**config.mk**
```make
export PLATFORM = sky130hd
export DESIGN_NAME = rc5_dec_16bit
export DESIGN_NICKNAME = d
export VERILOG_FILES = /design/src/rtl/rc5_dec_16bit.sv
export SDC_FILE = /design/constraint.sdc
export NUM_CORES = 1
export LEC_CHECK = 0
export ABC_AREA = 0
export ABC_CLOCK_PERIOD_IN_PS = 2900
export CAP_MARGIN = 20
export CORE_MARGIN = 10
export CORE_UTILIZATION = 55
export DETAILED_ROUTE_END_ITERATION = 8
export MAX_ROUTING_LAYER = met4
export PLACE_DENSITY = 0.78
export SKIP_LAST_GASP = 1
export SLEW_MARGIN = 40
export SYNTH_ARGS = -nofsm -noshare
export SYNTH_HDL_FRONTEND = slang
export SYNTH_SLANG_ARGS = --single-unit
```
**constraint.sdc**
```tcl
create_clock -name clock -period 2.9 [get_ports clock]
set_input_delay 0.725 -clock clock [delete_from_list [all_inputs] [get_ports clock]]
set_output_delay 0.725 -clock clock [all_outputs]
set_load 0.005 [all_outputs]
```
**src/rtl/rc5_dec_16bit.sv**
```systemverilog
// Single-round RC5 decryptor for 8-bit words and 4 subkeys, running one step per clock.
// Define RC5_DEC_SELFCHECK_EN to add a re-encryption self-check that drives dec_err.
module rc5_dec_16bit #(
  parameter logic [7:0] S0 = 8'h20,
  parameter logic [7:0] S1 = 8'h10,
  parameter logic [7:0] S2 = 8'hFF,
  parameter logic [7:0] S3 = 8'hFF
) (
  input  logic        clock,
  input  logic        reset,
  input  logic        dec_start,
  input  logic [15:0] c,
  output logic [15:0] p,
  output logic        busy,
  output logic        dec_done,
  output logic        dec_err
);

`ifdef RC5_DEC_SELFCHECK_EN
  typedef enum logic [2:0] {
    IDLE, RND_B, RND_A, POST, DONE, CHK_PRE, CHK_A, CHK_B
  } state_t;
`else
  typedef enum logic [2:0] {
    IDLE, RND_B, RND_A, POST, DONE
  } state_t;
`endif

  state_t      state_q, state_d;
  logic [7:0]  a_q, a_d, b_q, b_d;
  logic [15:0] p_q, p_d;
  logic        busy_q, busy_d;
  logic        done_q, done_d;
`ifdef RC5_DEC_SELFCHECK_EN
  logic [15:0] ct_q, ct_d;
  logic [7:0]  ea_q, ea_d, eb_q, eb_d;
  logic        err_q, err_d;
`endif

  function automatic logic [7:0] rotl8(input logic [7:0] x, input logic [2:0] n);
    logic [15:0] t;
    t = {x, x} << n;
    return t[15:8];
  endfunction

  function automatic logic [7:0] rotr8(input logic [7:0] x, input logic [2:0] n);
    logic [15:0] t;
    t = {x, x} >> n;
    return t[7:0];
  endfunction

  always_ff @(posedge clock or negedge reset) begin
    if (!reset) begin
      state_q <= IDLE;
      a_q     <= '0;
      b_q     <= '0;
      p_q     <= '0;
      busy_q  <= 1'b0;
      done_q  <= 1'b0;
`ifdef RC5_DEC_SELFCHECK_EN
      ct_q    <= '0;
      ea_q    <= '0;
      eb_q    <= '0;
      err_q   <= 1'b0;
`endif
    end else begin
      state_q <= state_d;
      a_q     <= a_d;
      b_q     <= b_d;
      p_q     <= p_d;
      busy_q  <= busy_d;
      done_q  <= done_d;
`ifdef RC5_DEC_SELFCHECK_EN
      ct_q    <= ct_d;
      ea_q    <= ea_d;
      eb_q    <= eb_d;
      err_q   <= err_d;
`endif
    end
  end

  always_comb begin
    state_d = state_q;
    a_d     = a_q;
    b_d     = b_q;
    p_d     = p_q;
    busy_d  = busy_q;
    done_d  = 1'b0;
`ifdef RC5_DEC_SELFCHECK_EN
    ct_d    = ct_q;
    ea_d    = ea_q;
    eb_d    = eb_q;
    err_d   = 1'b0;
`endif
    case (state_q)
      IDLE: begin
        busy_d = 1'b0;
        if (dec_start) begin
          a_d     = c[15:8];
          b_d     = c[7:0];
`ifdef RC5_DEC_SELFCHECK_EN
          ct_d    = c;
`endif
          busy_d  = 1'b1;
          state_d = RND_B;
        end
      end
      RND_B: begin
        b_d     = rotr8(b_q - S3, a_q[2:0]) ^ a_q;
        state_d = RND_A;
      end
      RND_A: begin
        // b_q already holds the B value updated in RND_B
        a_d     = rotr8(a_q - S2, b_q[2:0]) ^ b_q;
        state_d = POST;
      end
      POST: begin
        a_d     = a_q - S0;
        b_d     = b_q - S1;
`ifdef RC5_DEC_SELFCHECK_EN
        state_d = CHK_PRE;
`else
        state_d = DONE;
`endif
      end
`ifdef RC5_DEC_SELFCHECK_EN
      // Re-encryption runs in ea/eb so a/b keep the plaintext for p
      CHK_PRE: begin
        ea_d    = a_q + S0;
        eb_d    = b_q + S1;
        state_d = CHK_A;
      end
      CHK_A: begin
        ea_d    = rotl8(ea_q ^ eb_q, eb_q[2:0]) + S2;
        state_d = CHK_B;
      end
      CHK_B: begin
        eb_d    = rotl8(eb_q ^ ea_q, ea_q[2:0]) + S3;
        state_d = DONE;
      end
`endif
      DONE: begin
        p_d     = {a_q, b_q};
        done_d  = 1'b1;
        busy_d  = 1'b0;
`ifdef RC5_DEC_SELFCHECK_EN
        err_d   = ({ea_q, eb_q} != ct_q);
`endif
        state_d = IDLE;
      end
      default: begin
        busy_d  = 1'b0;
        state_d = IDLE;
      end
    endcase
  end

  assign p        = p_q;
  assign busy     = busy_q;
  assign dec_done = done_q;
`ifdef RC5_DEC_SELFCHECK_EN
  assign dec_err  = err_q;
`else
  assign dec_err  = 1'b0;
`endif

endmodule

```
==> metrics.cfg <==
[run_status]
status=complete, no violations

[synthesis]
synthAdderAreaFrac=0.0221
synth_fp_nets=440
synth_ff_type=dfrtp_1
synth-xor-area-share=0.0387
synthArstFlopShare=1.00
synth_compound_gate_area_share=0.267
synthSimpleGateAreaFrac=0.211
ys.warnings.count=0
synth_top_cell_by_area=dfrtp_1
synth_top_family_by_area=compound AO/OA/AOI/OAI gates
syn_inst=415
synthMuxAreaShare=0.106
synth_cell_types=71
synth.avg_cell_area_um2=8.18
netlist_top_cells_area=dfrtp_1, mux2_2, nand2_1
ys_seq_elements=37
yosysTopAreaCellShare=0.273
seq_area_frac_synth=0.273
synth_edf_count=0
synth_area_um2=3390

[setup_path]
critPathLaunch=a_q[3]
r2r-start=a_q[3]
path_cells=and4_4, a211oi_1, a211o_1, mux4_2, a221o_1
cp_max_fo=19
crit_slowest_cell=dfrtp_1
start_kind=flop
worstPathArrival_ns=2.62
required_ns=3.07
endpoint_kind=flop
worst-setup-path-type=reg2reg
r2r_end=a_q[1]
r2r_setup_slack_ns=0.45
reg2reg_depth=5
critPathMaxStageDelay_ns=0.74
cp-endpoint=a_q[1]

[floorplan]
io_pins=38
initial_core_util=0.570
dieArea_um2=9710
core_area_um2=5960
fp.dieW_um=98.5
rows=28
die_h_um=98.5

[sta]
hold_viol_final=0
timing.fmax_mhz=409
fin_worst_skew_ns=0.00804
tns_ns=0
finalSetupViolations=0
drv_slew=0
rsz0062_at_grt=false
worstMarginPinSlew_ns=0.784
fin_crit_ns=2.45
setup_slack_ns=0.454
maxSlewHeadroom=0.477
period_share=0.843

[cts]
cts_made_buffers=5
cts_tree=yes
clock-sinks=37
hold_buffers=0
htree_levels=2
root_buffer=clkbuf_8
cts-resized-gates=0
clk_pin_slew_ns=0.08
clk_path_buf_depth=2
worstSkewPairLatency_ns=0.30
post_cts_buffers=0

[cells_and_area]
mostFrequentLayoutCell=dfrtp_1
final_util=0.653
mostFrequentLayoutCells=dfrtp_1, clkdlybuf4s50_1, nand2_1
fill_cells=522
area_growth_pct=14.7
antenna_cells=0
nNetsFinal=455
fin_area_um2=3890
drive_gt1_frac=0.139

[route]
vias=3431
viasPerCell=6.78
drc=0
wl_per_cell_um=21.1
routed_wl_um=10700
ant_nets=0
drtIter0Drc=395
firstDrtPassIters=7

[place]
post-place-ws_ns=0.512
hpwlAfterDp_um=7650
placed_cell_area_um2=3780
gp_congestion=0.979
place.port_buffers=36

[global_route]
grt_pass1_wl_um=17200
grt_antenna_before_repair=0
grt_overflow_total=0
grt_usage=0.220
grt_max_degree=38
grt_pass1_vias=3096

[hold_path]
hold_path.class=in2async

[power_and_ir_drop]
power_mw=5.49
ir_drop_v=0.000893
p_leak_nw=1.55
cellPowerDensity_nw_per_um2=1410

[flow_run]
cap_violations=0

[critical path: cells and delay by family, from the launching register on]
kind            cells  cell delay (ns)
compound gates      3             0.76
flops               1             0.74
mux                 1             0.46
simple gates        1             0.36
[Yosys cell counts (all sizes together) (4+ instances only)]
master   n
a21oi   20
o311ai   6
buf     24
a31oi    5
nand4    7
nand2b   5
clkbuf  21
o221ai   4
a311oi   4
o21a     5
nand3   18
mux2i    9
nand2   29
and3     8
nor2    24
xnor2   12
or2      6
inv     17
a22oi    9
dfrtp   37
o21ai   20
nor3    18
a211oi   9
o22ai    6
a21o     5
mux2    20
o211ai   5
or3      4
ha       6
[final cells by class]
class	count	area [um^2]	share of cell area
clock buffer	5	68.8	0.0177
clock inverter	3	46.3	0.0119
inverter	17	63.8	0.0164
multi-input combinational	316	2190	0.564
sequential	37	926	0.238
tap	75	93.8	0.0241
timing repair buffer	53	498	0.128
[kinds of logic after synthesis]
| logic type | after synthesis |
|---|---|
| DFF | 37 |
| adders and majority gates | 6 |
| and+or+nand+nor | 137 |
| buffers and inverters | 62 |
| other | 1 |
| muxes | 31 |
| AOI/OAI and AO/OA | 126 |
| xor gates and xnor gates | 15 |
[worst min path at each step]
stage | start | endpoint | slack (ns) | depth (start not counted)
floorplan | reset | a_q[0] | 0.43 | 0
global placement | p[15] | p[15] | 0.49 | 1
detailed placement | p[7] | p[7] | 0.49 | 1
CTS | reset | a_q[7] | 0.41 | 1
global route | reset | a_q[0] | 0.42 | 1
finish | reset | a_q[7] | 0.39 | 1
[state kept, by name, summed over array words and instances, names as in the netlist]
signal / count
b_q: 8
p: 16
a_q: 8
busy: 1
state_q: 3
dec_done: 1
[per-stage QoR]
stage / hold WS, ns / cells
5_1_grt: 0.416 / 506
3_5_place_dp: 0.495 / 498
2_1_floorplan: 0.429 / 415
3_3_place_gp: 0.489 / 498
6_report: 0.395 / 506
4_1_cts: 0.412 / 506
[power breakdown]
part           switching, mW  internal, mW
clock                  0.207         0.258
sequential             0.421         0.781
combinational           2.14          1.68
[routing by layer]
| metal | track usage | share of wire | vias to the layer above |
|---|---|---|---|
| li1 | - | - | 1589 |
| met1 | 0.304 | 0.45 | 1622 |
| met2 | 0.317 | 0.45 | 199 |
| met3 | 0.0426 | 0.088 | 21 |
| met4 | 0.0584 | 0.020 | 0 |
| met5 | - | 0 | - |
No activity file was read; power rests on OpenSTA's default activity.
